<file path="config.mk">
export PLATFORM = sky130hd
export DESIGN_NAME = branch_resolve
export DESIGN_NICKNAME = d
export VERILOG_FILES = /design/src/rtl/branch_resolve.sv
export SDC_FILE = /design/constraint.sdc
export NUM_CORES = 1
export LEC_CHECK = 0
export CAP_MARGIN = 0
export CORE_UTILIZATION = 25
export DETAILED_ROUTE_END_ITERATION = 10
export PLACE_DENSITY_LB_ADDON = 0.3
export SYNTH_ARGS = -nofsm -noshare
export SYNTH_HDL_FRONTEND = slang
export SYNTH_SLANG_ARGS = --single-unit
</file>
<file path="constraint.sdc">
create_clock -name clk -period 2.6 [get_ports clk]
set_clock_uncertainty 0.15 [all_clocks]
set_input_delay 0.52 -clock clk [delete_from_list [all_inputs] [get_ports clk]]
set_output_delay 0.52 -clock clk [all_outputs]
set_load 0.03 [all_outputs]
</file>
<file path="src/rtl/branch_resolve.sv">
// Branch resolution stage: turns a zero-compare result plus an HMMM control-flow op into a
// registered next-PC, taken flag, link write and a one-cycle fetch redirect, then squashes wrong-path work.
module branch_resolve #(
    parameter int AW           = 8,
    parameter int SQUASH_DEPTH = 2
) (
    input  logic          clk,
    input  logic          reset,
    input  logic          in_valid,
    output logic          in_ready,
    input  logic [2:0]    in_op,
    input  logic [1:0]    in_comp,
    input  logic [AW-1:0] in_pc,
    input  logic [AW-1:0] in_target,
    input  logic [15:0]   in_rdata,
    output logic          out_valid,
    input  logic          out_ready,
    output logic          out_taken,
    output logic [AW-1:0] out_next_pc,
    output logic          out_link_we,
    output logic [15:0]   out_link_data,
    output logic          redirect,
    output logic [AW-1:0] redirect_pc,
    output logic          squashing
);

    localparam logic [2:0] OP_NONE  = 3'd0;
    localparam logic [2:0] OP_JUMPN = 3'd1;
    localparam logic [2:0] OP_JEQZN = 3'd2;
    localparam logic [2:0] OP_JNEZN = 3'd3;
    localparam logic [2:0] OP_JGTZN = 3'd4;
    localparam logic [2:0] OP_JLTZN = 3'd5;
    localparam logic [2:0] OP_CALLN = 3'd6;
    localparam logic [2:0] OP_JUMPR = 3'd7;

    localparam int CW = (SQUASH_DEPTH > 1) ? $clog2(SQUASH_DEPTH + 1) : 1;

    typedef enum logic {RUN, SQUASH} state_t;

    state_t        state, state_nxt;
    logic [CW-1:0] cnt, cnt_nxt;
    logic          accept;
    logic          load;
    logic          eq, gt, lt;
    logic          taken;
    logic [AW-1:0] next_pc;
    logic [15:0]   link_data;
    logic          unused_rdata;

    // Only the low AW bits of rX can address memory.
    assign unused_rdata = ^in_rdata[15:AW];

    // 2'b11 cannot come from a real comparator; eq wins so gt is masked.
    assign eq = in_comp[1];
    assign gt = in_comp[0] && !in_comp[1];
    assign lt = !in_comp[1] && !in_comp[0];

    always_comb begin
        taken = 1'b0;
        case (in_op)
            OP_JUMPN, OP_CALLN, OP_JUMPR: taken = 1'b1;
            OP_JEQZN: taken = eq;
            OP_JNEZN: taken = !eq;
            OP_JGTZN: taken = gt;
            OP_JLTZN: taken = lt;
            OP_NONE:  taken = 1'b0;
            default:  taken = 1'b0;
        endcase
    end

    always_comb begin
        next_pc = in_pc + AW'(1);
        if (taken) begin
            next_pc = (in_op == OP_JUMPR) ? in_rdata[AW-1:0] : in_target;
        end
    end

    // Link data is the full 16-bit pc+1, so 8'hFF links to 16'h0100.
    assign link_data = 16'(in_pc) + 16'd1;

    // While squashing, the output register is untouched, so input is always welcome.
    assign in_ready = (state == SQUASH) || !out_valid || out_ready;
    assign accept   = in_valid && in_ready;
    assign squashing = (state == SQUASH);
    assign redirect_pc = out_next_pc;

    always_ff @(posedge clk or posedge reset) begin
        if (reset) begin
            state <= RUN;
            cnt   <= '0;
        end else begin
            state <= state_nxt;
            cnt   <= cnt_nxt;
        end
    end

    always_comb begin
        state_nxt = state;
        cnt_nxt   = cnt;
        load      = 1'b0;
        case (state)
            RUN: begin
                if (accept) begin
                    load = 1'b1;
                    if (taken && (SQUASH_DEPTH > 0)) begin
                        state_nxt = SQUASH;
                        cnt_nxt   = CW'(SQUASH_DEPTH);
                    end
                end
            end
            SQUASH: begin
                // Counts accepted transfers; idle cycles leave the window open.
                if (accept) begin
                    cnt_nxt = cnt - CW'(1);
                    if (cnt == CW'(1)) begin
                        state_nxt = RUN;
                    end
                end
            end
            default: state_nxt = RUN;
        endcase
    end

    always_ff @(posedge clk or posedge reset) begin
        if (reset) begin
            out_valid     <= 1'b0;
            out_taken     <= 1'b0;
            out_next_pc   <= '0;
            out_link_we   <= 1'b0;
            out_link_data <= '0;
            redirect      <= 1'b0;
        end else begin
            redirect <= load && taken;
            if (load) begin
                out_valid     <= 1'b1;
                out_taken     <= taken;
                out_next_pc   <= next_pc;
                out_link_we   <= (in_op == OP_CALLN);
                out_link_data <= link_data;
            end else if (out_ready) begin
                out_valid <= 1'b0;
            end
        end
    end

endmodule
</file>
---- Word-level counts from Yosys, hierarchy flattened ----
Index checks and enable logic that the tools add are counted.
word-level totals
  memory bits (writable) .................. 0
  flip-flop bits (word level) ............. 31
  memories kept ........................... 0
  bits in latches ......................... 0
  ROM bits ................................ 0
  logic and storage cells ................. 52
cells by class
  multipliers ............................. 0
  multiplexer cells ....................... 16
  magnitude comparators ................... 0
  reductions and logical operators ........ 13
  equal/unequal tests ..................... 11
  add/subtract/negate cells ............... 3
  shift-type cells ........................ 0
  divide/modulo/power cells ............... 0
  bitwise gates (word level) .............. 1
operators by type and width
  cell                   count
  $mux W8                2
  $eq A3 B3 Y1 const B   4
  $add A8 B1 Y9 const B  1
  $add A8 B1 Y8 const B  1
  $mux W1                8
  $eq A3 B2 Y1 const B   2
  $mux W2                3
  $pmux W1 S6            1
  $logic_and A1 B1 Y1    4
  $ne A2 B2 Y1 const B   2
  $pmux W2 S2            1
  $eq A3 B1 Y1 const B   1
  $logic_not A1 Y1       3
  $logic_not A3 Y1       1
  $reduce_and A3 Y1      1
  $reduce_or A3 Y1       1
  $eq A2 B1 Y1 const B   1
  $logic_or A1 B1 Y1     2
  $ne A2 B1 Y1 const B   1
  $pmux W1 S2            1
  $reduce_bool A2 Y1     1
  $sub A2 B1 Y2 const B  1
  $not A1 Y1             1

---- Logic depth before layout (Yosys ltp) ----
Gate-level depths: netlist of run 1.
  depth after elaboration ................. 7
  depth in mapped cells ................... 6
  mapped depth without buffers ............ 5

---- Least setup slack after synthesis of run 1 ----
No wires, ideal clock.
  path type ............................... input-to-reg
  start ................................... input port in_comp[1]
  end ..................................... register out_next_pc[2]
  arrival ................................. 1.369 ns
  cell stages on the path ................. 4
  setup time .............................. 0.126 ns
  slack ................................... 0.955 ns
  cell sequence ........................... nand3b_1 -> a21oi_4 -> nor3_4 -> a221o_1
on the way
  word-level cells in the longest chain between the ends .. 4
  elaborated cells on any way between the ends .. 5
RTL lines
  what                                    RTL line    RTL
  start: declaration                      12          input logic [1:0] in_comp,
  $logic_not A1 Y1                        55, 56, 63
  $logic_and A1 B1 Y1 (on tied branches)  56, 55
  $pmux W1 S6 (*)                         60          case (in_op)
  $mux W8 (*)                             73          if (taken) begin
  end signal: assignment                  137         out_next_pc <= next_pc;
  end: declaration                        19          output logic [AW-1:0] out_next_pc,
Every way passes the cells marked *; elsewhere a longest branch is shown, timed or not.
A chain may end at the register's enable or synchronous reset.

---- Worst setup path after layout of run 1 ----
  start ................................... input port out_ready
  end ..................................... output port in_ready
on the way
  word-level cells in the longest chain between the ends .. 1
RTL lines
  what                RTL line  RTL
  start: declaration  17        input logic out_ready,
  $logic_or A1 B1 Y1  82        assign in_ready = (state == SQUASH) || !out_valid || out_ready;
  end: declaration    10        output logic in_ready,
Every way passes these cells.

==> results of run 1 <==
sequential cells by signal, summed over array words and instances, names as in the netlist:
register and count:
out_link_we 1, out_valid 1, out_taken 1, out_link_data 9, squashing 1, out_next_pc 8
redirect 1, cnt 2
cell usage in the layout, fill, tap and decap left out, types with 5 or more instances in the layout:
| cell | count |
|---|---|
| clkdlybuf4s50_1 | 63 |
| conb_1 | 7 |
| dfrtp_1 | 24 |
| mux2_2 | 6 |
| nand2_1 | 27 |
| nand3_1 | 6 |
| nor2_1 | 10 |
| nor3_1 | 6 |
| o211ai_1 | 5 |
| o311ai_1 | 8 |
worst max-delay path by stage:
stage               slack [ns]  startpoint             end
CTS                        0.1   out_ready        in_ready
floorplan                 0.95  in_comp[1]  out_next_pc[2]
global placement           0.1   out_ready        in_ready
detailed placement         0.1   out_ready        in_ready
global route              0.05   out_ready        in_ready
finish                    0.12   out_ready        in_ready
where the power goes:
part,internal (mW),switching (mW)
sequential,0.536,0.113
combinational,0.551,0.740
clock,0.135,0.120
total,1.22,0.973
cell families after synthesis:
kind of cell,count (synthesis),share of synthesized area (%)
buffers and inverters,24,10.58
muxes,9,6.549
adders and majority gates,2,1.679
and+or+nand+nor,60,19.15
AOI/OAI and AO/OA,36,19.73
DFF,24,40.30
other,1,0.2516
xor gates and xnor gates,3,1.764
per-layer routing:
metal | vias to the layer above | global-route usage (%) | part of all wire [%]
met5 | - | 0 | 0
met4 | 0 | 4.364 | 1.2
met3 | 5 | 2.989 | 5.9
met2 | 42 | 23.71 | 49
met1 | 640 | 15.79 | 44
li1 | 670 | - | -
critical path, stage by stage:
cell and delay (ns):
clkdlybuf4s50_1 0.41, nor2b_1 0.21, nand2_1 0.08, clkdlybuf4s50_1 0.59
final cells by class:
| type | instances | share of cell area (%) |
|---|---|---|
| Clock buffer | 4 | 2.530 |
| Timing Repair Buffer | 67 | 30.36 |
| Multi-Input combinational cell | 117 | 34.68 |
| Tap cell | 72 | 4.140 |
| Inverter | 4 | 0.6901 |
| Sequential cell | 24 | 27.60 |
==> impl_table.tex, run 1 <==
\begin{tabular}{lr}
\hline
Metric & Value \\
\hline
\multicolumn{2}{l}{\textbf{Status}} \\
Run status & finished clean \\
\multicolumn{2}{l}{\textbf{Global route}} \\
Wire length of the first global-routing pass & 6.396 mm \\
Via count of the first global-routing pass & 1,376 \\
Grt ovf & 0 \\
Number of antenna violations at the first check in global routing & 0 \\
Overall track demand over capacity in global routing & 13.35\% \\
Pin count of the biggest net entering global routing & 25 \\
\multicolumn{2}{l}{\textbf{Route}} \\
DRC marker count from the first detailed-route iteration & 39 \\
Per-cell routed wire length & 13.45 um \\
Detailed-routing iteration count for the pre-antenna-repair pass & 4 \\
Vias after detailed routing & 1,357 \\
Antenna violation net count after detailed routing & 0 \\
DRC violations left & 0 \\
Total Wirelength & 3.874 mm \\
Post-detailed-route via-to-cell ratio & 4.712 \\
\multicolumn{2}{l}{\textbf{Yosys}} \\
Cell type with the highest aggregate area in the netlist & dfrtp\_1 \\
Number of instances in the synthesized netlist & 159 \\
Commonest cells post-synth & nand2\_1, dfrtp\_1, buf\_4 \\
Average instance area after synthesis & 9.372 um2 \\
Most area-consuming cells after synthesis & dfrtp\_1, buf\_4, nand2\_1 \\
Number of enable flip-flop cells after synthesis & 0 \\
Async set or reset register ratio after synthesis & 100.0\% \\
Post-synth top flop & dfrtp\_1 \\
Number of synthesized register bits & 24 \\
Area share of the largest cell type after synthesis & 40.30\% \\
Count leader, synth & nand2\_1 \\
Unique cell type count in the Yosys netlist & 41 \\
Total standard cell area after synthesis & 1490 um2 \\
Number of warnings printed during yosys synthesis & 0 \\
Share of the yosys chip area belonging to registers & 40.30\% \\
\multicolumn{2}{l}{\textbf{Clock network}} \\
Clock buffer depth & 2 \\
Post-CTS Repair Setup Buffers & 0 \\
Number of clock buffers inserted by TritonCTS & 3 \\
Resized Gates After CTS & 0 \\
Number of H-tree levels & 1 \\
Num Clock Sinks & 24 \\
CTS tree & built \\
Clock network latency to the later pin of the worst-skew pair & 0.27 ns \\
Post-CTS clock slew at the launch and capture registers of the worst setup and hold paths & 0.08 ns \\
Cell at the root of the clock tree & clkbuf\_8 \\
Cts hold-fix bufs & 0 \\
\multicolumn{2}{l}{\textbf{Floorplan}} \\
Die width & 79.21 um \\
Core outline area & 5642 um2 \\
Vertical die dimension & 79.21 um \\
Rows & 27 \\
Boundary Pins & 79 \\
Die ar. & 6273 um2 \\
Effective utilization at floorplan & 26.41\% \\
\multicolumn{2}{l}{\textbf{Hold path}} \\
Worst hold path class & flip-flop to flip-flop \\
Min-delay src & out\_link\_data[0] \\
Hold-critical path endpoint & out\_link\_data[0] \\
Depth of the worst hold-timing path & 2 \\
\multicolumn{2}{l}{\textbf{Power}} \\
Worst VDD drop & 388.1 uV \\
Overall power & 2.196 mW \\
Leakage power summed over all cells & 0.9040 nW \\
Pwr dens & 1009 nW/um2 \\
\multicolumn{2}{l}{\textbf{Final layout}} \\
Ratio of cells with drive above 1 in the final layout & 9.259\% \\
Layout Utilization & 38.57\% \\
Synthesis-to-layout area growth & 46.01\% \\
Final standard cell area without fillers & 2176 um2 \\
Total Nets Final & 260 \\
Filler cells & 589 \\
Antenna Diode Count & 0 \\
FF/Latch Area & 600.6 um2 \\
Multi-input combinational cell area & 754.5 um2 \\
Final cell count without fillers & 288 \\
\multicolumn{2}{l}{\textbf{Worst setup path}} \\
Internal reg-to-reg setup slack & 1.09 ns \\
Endpoint class of the critical path & output port \\
Worst-path fanout max & 3 \\
Depth of the worst register-to-register path & 4 \\
Class of the most critical setup path & input pin to output port \\
Reg-to-reg critical path endpoint & out\_next\_pc[2] \\
R2R Path Start & squashing \\
Sort of element at the start of the critical path & input pin \\
Arrival time at the worst endpoint & 1.81 ns \\
CP required & 1.93 ns \\
\multicolumn{2}{l}{\textbf{Timing}} \\
Number of hold violations in the final report & 0 \\
Slew Viols, Final & 0 \\
Clock period minus final worst setup slack & 2.483 ns \\
Fmax & 0.4027 GHz \\
RSZ-0062 raised after global routing & false \\
Setup TNS & 0 ns \\
Worst-case hold slack & 0.3345 ns \\
Min setup slack post-route & 0.1166 ns \\
Period Utilization, post-route & 95.52\% \\
Setup Viol. Count Final & 0 \\
\multicolumn{2}{l}{\textbf{Place}} \\
PortBufs & 63 \\
Number of placed instances with taps included & 284 \\
DP Worst Slack & 0.09511 ns \\
Sum of net half-perimeters after detailed placement & 3.054 mm \\
Placer Congestion & 0.6955 \\
Total placed instance area & 2121 um2 \\
\multicolumn{2}{l}{\textbf{Flow run}} \\
Maxcap violations & 0 \\
\hline
\end{tabular}
Note: power is estimated with default switching activity, not from simulation.
==> run 2, diff against run 1 <==
CORE_MARGIN = 2   (was unset)
==> impl_table.tex, run 2 (synthesis gave the netlist of run 1 again) <==
\begin{tabular}{lr}
\hline
Metric & Value \\
\hline
\multicolumn{2}{l}{\textbf{Global route}} \\
Grt ovf & 0 \\
Wire length of the first global-routing pass & 6.265 mm \\
Via count of the first global-routing pass & 1,280 \\
Overall track demand over capacity in global routing & 12.53\% \\
Pin count of the biggest net entering global routing & 25 \\
Number of antenna violations at the first check in global routing & 0 \\
\multicolumn{2}{l}{\textbf{Timing}} \\
Worst-case hold slack & 0.3286 ns \\
Fmax & 0.4036 GHz \\
Clock period minus final worst setup slack & 2.478 ns \\
RSZ-0062 raised after global routing & false \\
Period Utilization, post-route & 95.29\% \\
Slew Viols, Final & 0 \\
Setup TNS & 0 ns \\
Setup Viol. Count Final & 0 \\
Number of hold violations in the final report & 0 \\
\multicolumn{2}{l}{\textbf{Worst setup path}} \\
Sort of element at the start of the critical path & input pin \\
Series of cell instances along the critical path & clkdlybuf4s50\_1 -> nor2b\_1 -> nand2\_1 -> clkdlybuf4s50\_1 \\
Dominant cell type by count on the critical path & clkdlybuf4s50\_1 \\
CP required & 1.93 ns \\
Highest-delay cell along the critical path & clkdlybuf4s50\_1 \\
Critical path capture point & in\_ready \\
Arrival time at the worst endpoint & 1.81 ns \\
Reg-to-reg critical path endpoint & out\_next\_pc[2] \\
Endpoint class of the critical path & output port \\
Worst-path fanout max & 3 \\
Critical path origin & out\_ready \\
Internal reg-to-reg setup slack & 1.09 ns \\
Slowest Stage Delay on Critical Path & 0.59 ns \\
Class of the most critical setup path & input pin to output port \\
Depth of the worst register-to-register path & 5 \\
R2R Path Start & squashing \\
\multicolumn{2}{l}{\textbf{Clock network}} \\
Number of H-tree levels & 1 \\
CTS tree & built \\
Clock buffer depth & 2 \\
Cell at the root of the clock tree & clkbuf\_8 \\
Post-CTS clock slew at the launch and capture registers of the worst setup and hold paths & 0.08 ns \\
Num Clock Sinks & 24 \\
Clock network latency to the later pin of the worst-skew pair & 0.26 ns \\
Post-CTS Repair Setup Buffers & 0 \\
Number of clock buffers inserted by TritonCTS & 3 \\
Cts hold-fix bufs & 0 \\
Resized Gates After CTS & 0 \\
\multicolumn{2}{l}{\textbf{Final layout}} \\
Final cell count without fillers & 292 \\
Total Nets Final & 261 \\
Ratio of cells with drive above 1 in the final layout & 9.677\% \\
Filler cells & 605 \\
Synthesis-to-layout area growth & 46.77\% \\
Top reg by flops & out\_link\_data \\
Max FFs per register & 9 \\
Commonest cells after routing, fill and taps aside & clkdlybuf4s50\_1, nand2\_1, dfrtp\_1, nor2\_1, o311ai\_1 \\
Final standard cell area without fillers & 2187 um2 \\
Antenna Diode Count & 0 \\
Most frequent standard cell in the layout excluding fill and tap cells & clkdlybuf4s50\_1 \\
Largest registers & out\_link\_data: 9 flops, out\_next\_pc: 8 flops, cnt: 2 flops \\
\multicolumn{2}{l}{\textbf{Route}} \\
Vias after detailed routing & 1,335 \\
Antenna violation net count after detailed routing & 0 \\
Post-detailed-route via-to-cell ratio & 4.572 \\
Per-cell routed wire length & 13.51 um \\
Total Wirelength & 3.946 mm \\
DRC marker count from the first detailed-route iteration & 83 \\
DRC violations left & 0 \\
Detailed-routing iteration count for the pre-antenna-repair pass & 4 \\
\multicolumn{2}{l}{\textbf{Place}} \\
Sum of net half-perimeters after detailed placement & 3.124 mm \\
Total placed instance area & 2132 um2 \\
Placer Congestion & 0.7336 \\
PortBufs & 63 \\
Number of placed instances with taps included & 288 \\
\multicolumn{2}{l}{\textbf{Floorplan}} \\
Die ar. & 6594 um2 \\
Vertical die dimension & 81.21 um \\
Die width & 81.21 um \\
Effective utilization at floorplan & 25.47\% \\
Boundary Pins & 79 \\
Rows & 28 \\
Core outline area & 5851 um2 \\
\multicolumn{2}{l}{\textbf{Flow run}} \\
Maxcap violations & 0 \\
\multicolumn{2}{l}{\textbf{Power}} \\
Worst VDD drop & 452.9 uV \\
Pwr dens & 1004 nW/um2 \\
Leakage power summed over all cells & 0.9088 nW \\
\multicolumn{2}{l}{\textbf{Status}} \\
Run status & finished clean \\
\multicolumn{2}{l}{\textbf{Hold path}} \\
Worst hold path class & flip-flop to flip-flop \\
\hline
\end{tabular}
-- run 2: how the worst min path moves through the flow --
stage | start | to | slack [ns] | cells after the start
CTS | out_link_data[8] | out_link_data[8] | 0.33 | 2
floorplan | cnt[1] | cnt[1] | 0.37 | 2
finish | out_link_data[8] | out_link_data[8] | 0.33 | 2
detailed placement | out_link_data[8] | out_link_data[8] | 0.31 | 2
global placement | out_link_data[1] | out_link_data[1] | 0.31 | 1
global route | out_link_data[2] | out_link_data[2] | 0.36 | 1
-- run 2: cell type report --
class	instances	area, um2	area share, %
Multi-Input combinational cell	117	754.5	34.50
Timing Repair Buffer	68	668.1	30.55
Sequential cell	24	600.6	27.46
Inverter	4	15.01	0.6865
Tap cell	75	93.84	4.291
Clock buffer	4	55.05	2.517
-- run 2: through the flow --
step	util, %	power [mW]	setup WS [ns]
after floorplan	-	1.481	0.9548
after global placement	36.44	1.947	0.1174
after detailed placement	36.44	1.967	0.1112
after CTS	37.38	2.230	0.1188
after global routing	37.38	2.342	0.08798
final	37.38	2.196	0.1224
-- run 2: worst max-delay path, delay by kind of cell --
family        cells  cell delay (ns)
buf+inv           2             1.00
simple gates      2             0.27
-- run 2: power breakdown --
group          leakage [nW]  internal [mW]  switching, mW
Sequential            0.294          0.536          0.114
Clock                0.0288          0.135          0.117
Combinational         0.586          0.553          0.741
-- run 2: routing by layer --
layer | vias to the layer above | GRT usage, % | wire (um)
met5 | - | 0 | 0
met2 | 37 | 21.90 | 1924
met4 | 0 | 3.559 | 34
met1 | 622 | 15.85 | 1790
met3 | 2 | 2.111 | 196
li1 | 674 | - | -
==> run 3, diff against run 2 <==
ABC_AREA = 1   (was unset)
==> impl_table.tex, run 3 <==
\begin{tabular}{lr}
\hline
Metric & Value \\
\hline
\multicolumn{2}{l}{\textbf{Status}} \\
Run status & finished clean \\
\multicolumn{2}{l}{\textbf{Route}} \\
DRC violations left & 0 \\
Vias after detailed routing & 1,436 \\
DRC marker count from the first detailed-route iteration & 78 \\
Per-cell routed wire length & 11.77 um \\
Antenna violation net count after detailed routing & 0 \\
Total Wirelength & 3.966 mm \\
Detailed-routing iteration count for the pre-antenna-repair pass & 4 \\
Post-detailed-route via-to-cell ratio & 4.261 \\
\multicolumn{2}{l}{\textbf{Final layout}} \\
Largest registers & out\_link\_data: 9 flops, out\_next\_pc: 8 flops, cnt: 2 flops \\
FF/Latch Area & 600.6 um2 \\
Top reg by flops & out\_link\_data \\
Antenna Diode Count & 0 \\
Filler cells & 615 \\
Synthesis-to-layout area growth & 44.99\% \\
Final standard cell area without fillers & 2173 um2 \\
Ratio of cells with drive above 1 in the final layout & 7.634\% \\
Multi-input combinational cell area & 688.2 um2 \\
Max FFs per register & 9 \\
Commonest cells after routing, fill and taps aside & nand2\_1, clkdlybuf4s50\_1, dfrtp\_1, nand3\_1, inv\_1 \\
Total Nets Final & 306 \\
Most frequent standard cell in the layout excluding fill and tap cells & nand2\_1 \\
\multicolumn{2}{l}{\textbf{Yosys}} \\
Share of synthesized cell area in full adder, half adder and majority cells & 1.669\% \\
Number of enable flip-flop cells after synthesis & 0 \\
Number of instances in the synthesized netlist & 206 \\
Number of synthesized register bits & 24 \\
Average instance area after synthesis & 7.276 um2 \\
Post-synth top flop & dfrtp\_1 \\
Synth Area in Simple Gates & 34.64\% \\
Largest family of logic cells by synthesized area & simple AND/OR/NAND/NOR gates \\
Most area-consuming cells after synthesis & dfrtp\_1, nand2\_1, buf\_4 \\
Number of warnings printed during yosys synthesis & 0 \\
Area share of the largest cell type after synthesis & 40.07\% \\
Unique cell type count in the Yosys netlist & 24 \\
Total standard cell area after synthesis & 1499 um2 \\
Mux cell area share after synthesis & 0\% \\
Fraction of the mapped netlist area in compound gates & 6.093\% \\
Count leader, synth & nand2\_1 \\
Cell type with the highest aggregate area in the netlist & dfrtp\_1 \\
Xor/xnor share of the synthesized area & 1.753\% \\
Share of the yosys chip area belonging to registers & 40.07\% \\
Commonest cells post-synth & nand2\_1, dfrtp\_1, nand3\_1 \\
Async set or reset register ratio after synthesis & 100.0\% \\
\multicolumn{2}{l}{\textbf{Clock network}} \\
Post-CTS Repair Setup Buffers & 0 \\
Clock buffer depth & 2 \\
Number of clock buffers inserted by TritonCTS & 3 \\
Cts hold-fix bufs & 0 \\
Clock network latency to the later pin of the worst-skew pair & 0.26 ns \\
CTS tree & built \\
Num Clock Sinks & 24 \\
Number of H-tree levels & 1 \\
Post-CTS clock slew at the launch and capture registers of the worst setup and hold paths & 0.09 ns \\
Resized Gates After CTS & 0 \\
Cell at the root of the clock tree & clkbuf\_8 \\
\multicolumn{2}{l}{\textbf{Floorplan}} \\
Vertical die dimension & 81.43 um \\
Effective utilization at floorplan & 25.62\% \\
Die width & 81.43 um \\
Boundary Pins & 79 \\
Die ar. & 6631 um2 \\
Rows & 28 \\
Core outline area & 5851 um2 \\
\multicolumn{2}{l}{\textbf{Global route}} \\
Pin count of the biggest net entering global routing & 27 \\
Overall track demand over capacity in global routing & 12.45\% \\
Wire length of the first global-routing pass & 6.299 mm \\
Number of antenna violations at the first check in global routing & 0 \\
Grt ovf & 0 \\
Via count of the first global-routing pass & 1,307 \\
\multicolumn{2}{l}{\textbf{Worst setup path}} \\
Sort of element at the start of the critical path & input pin \\
Class of the most critical setup path & input pin to output port \\
Worst-path fanout max & 3 \\
Number of buffer and inverter stages on the critical path & 2 \\
CP required & 1.93 ns \\
Category of cells accounting for the largest share of critical-path delay & buffers and inverters \\
Endpoint class of the critical path & output port \\
Slowest Stage Delay on Critical Path & 0.59 ns \\
Series of cell instances along the critical path & clkdlybuf4s50\_1 -> nor2\_2 -> nand2\_1 -> clkdlybuf4s50\_1 \\
Highest-delay cell along the critical path & clkdlybuf4s50\_1 \\
Arrival time at the worst endpoint & 1.82 ns \\
Dominant cell type by count on the critical path & clkdlybuf4s50\_1 \\
\multicolumn{2}{l}{\textbf{Power}} \\
Psw & 1.012 mW \\
Register share of total power & 29.8\% \\
Internal power contribution & 1.211 mW \\
Combinational fraction of design power & 58.6\% \\
Net switching share of the total power & 45.52\% \\
Worst VDD drop & 443.9 uV \\
Clk network pwr share & 11.6\% \\
Pwr dens & 1023 nW/um2 \\
Leakage power summed over all cells & 1.063 nW \\
\multicolumn{2}{l}{\textbf{Timing}} \\
Period Utilization, post-route & 95.86\% \\
Setup Viol. Count Final & 0 \\
Clock period minus final worst setup slack & 2.492 ns \\
Setup TNS & 0 ns \\
Slew Viols, Final & 0 \\
RSZ-0062 raised after global routing & false \\
Fmax & 0.4012 GHz \\
Worst-case hold slack & 0.3370 ns \\
Number of hold violations in the final report & 0 \\
\multicolumn{2}{l}{\textbf{Hold path}} \\
Worst hold path class & flip-flop to flip-flop \\
\multicolumn{2}{l}{\textbf{Flow run}} \\
Maxcap violations & 0 \\
\multicolumn{2}{l}{\textbf{Place}} \\
Total placed instance area & 2118 um2 \\
Sum of net half-perimeters after detailed placement & 3.130 mm \\
PortBufs & 63 \\
Placer Congestion & 0.8066 \\
\hline
\end{tabular}
[run 3: cell types whose count changed after synthesis, moves of 5 or more]
cell      change
o21ai_1      +10
o311ai_1      -8
inv_1        +12
o211ai_1      -5
nand2_1      +54
nand3_1      +13
mux2_2        -6
nor3_1        -6
[run 3: logic make-up after synthesis]
logic type / Yosys count
and+or+nand+nor: 118
buffers and inverters: 41
DFF: 24
AOI/OAI and AO/OA: 17
xor gates and xnor gates: 3
adders and majority gates: 2
other: 1
[run 3: power groups by stage]
stage               clock network (mW)  logic, mW  registers, mW
floorplan                            0      0.557          0.953
global placement                     0       1.31          0.664
detailed placement                   0       1.32          0.674
CTS                              0.267       1.32          0.668
global route                     0.278       1.40          0.693
finish                           0.258       1.30          0.662
[run 3: final timing paths]
check,startpoint,end,slack [ns],depth (start not counted)
max,out_ready,in_ready,0.11,4
max in group asynchronous,reset,out_valid,1.61,3
min reg2reg,out_taken,out_taken,0.34,2
min,out_taken,out_taken,0.34,2
min in group asynchronous,reset,out_next_pc[4],0.45,3
max reg2reg,squashing,out_next_pc[1],1.13,6
[run 3: through the flow]
stage          setup WS [ns]  utilization (%)  power [mW]  cells
6_report              0.1076            37.15       2.224    337
3_3_place_gp          0.1024            36.21       1.971    333
3_5_place_dp         0.09590            36.21       1.992    333
4_1_cts              0.09837            37.15       2.258    337
5_1_grt              0.06906            37.15       2.374    337
2_1_floorplan         0.9813                -       1.510    212
[run 3: routing by layer]
layer  GRT usage, %  vias to the layer above  routed length, um
met4          3.051                        0                 19
met2          21.80                       46               1964
met1          15.96                      645               1758
met5              0                        -                  0
li1               -                      743                  -
met3          1.978                        2                222
[run 3: worst min-delay path: stages, from the launching register on]
cell     delay, ns
dfrtp_1       0.35
nand2_1       0.05
nand2_1       0.05
[run 3: final cells by class]
cell class | count | area share, %
Multi-Input combinational cell | 147 | 31.66
Tap cell | 75 | 4.318
Sequential cell | 24 | 27.63
Timing Repair Buffer | 67 | 30.40
Clock buffer | 4 | 2.533
Inverter | 20 | 3.454
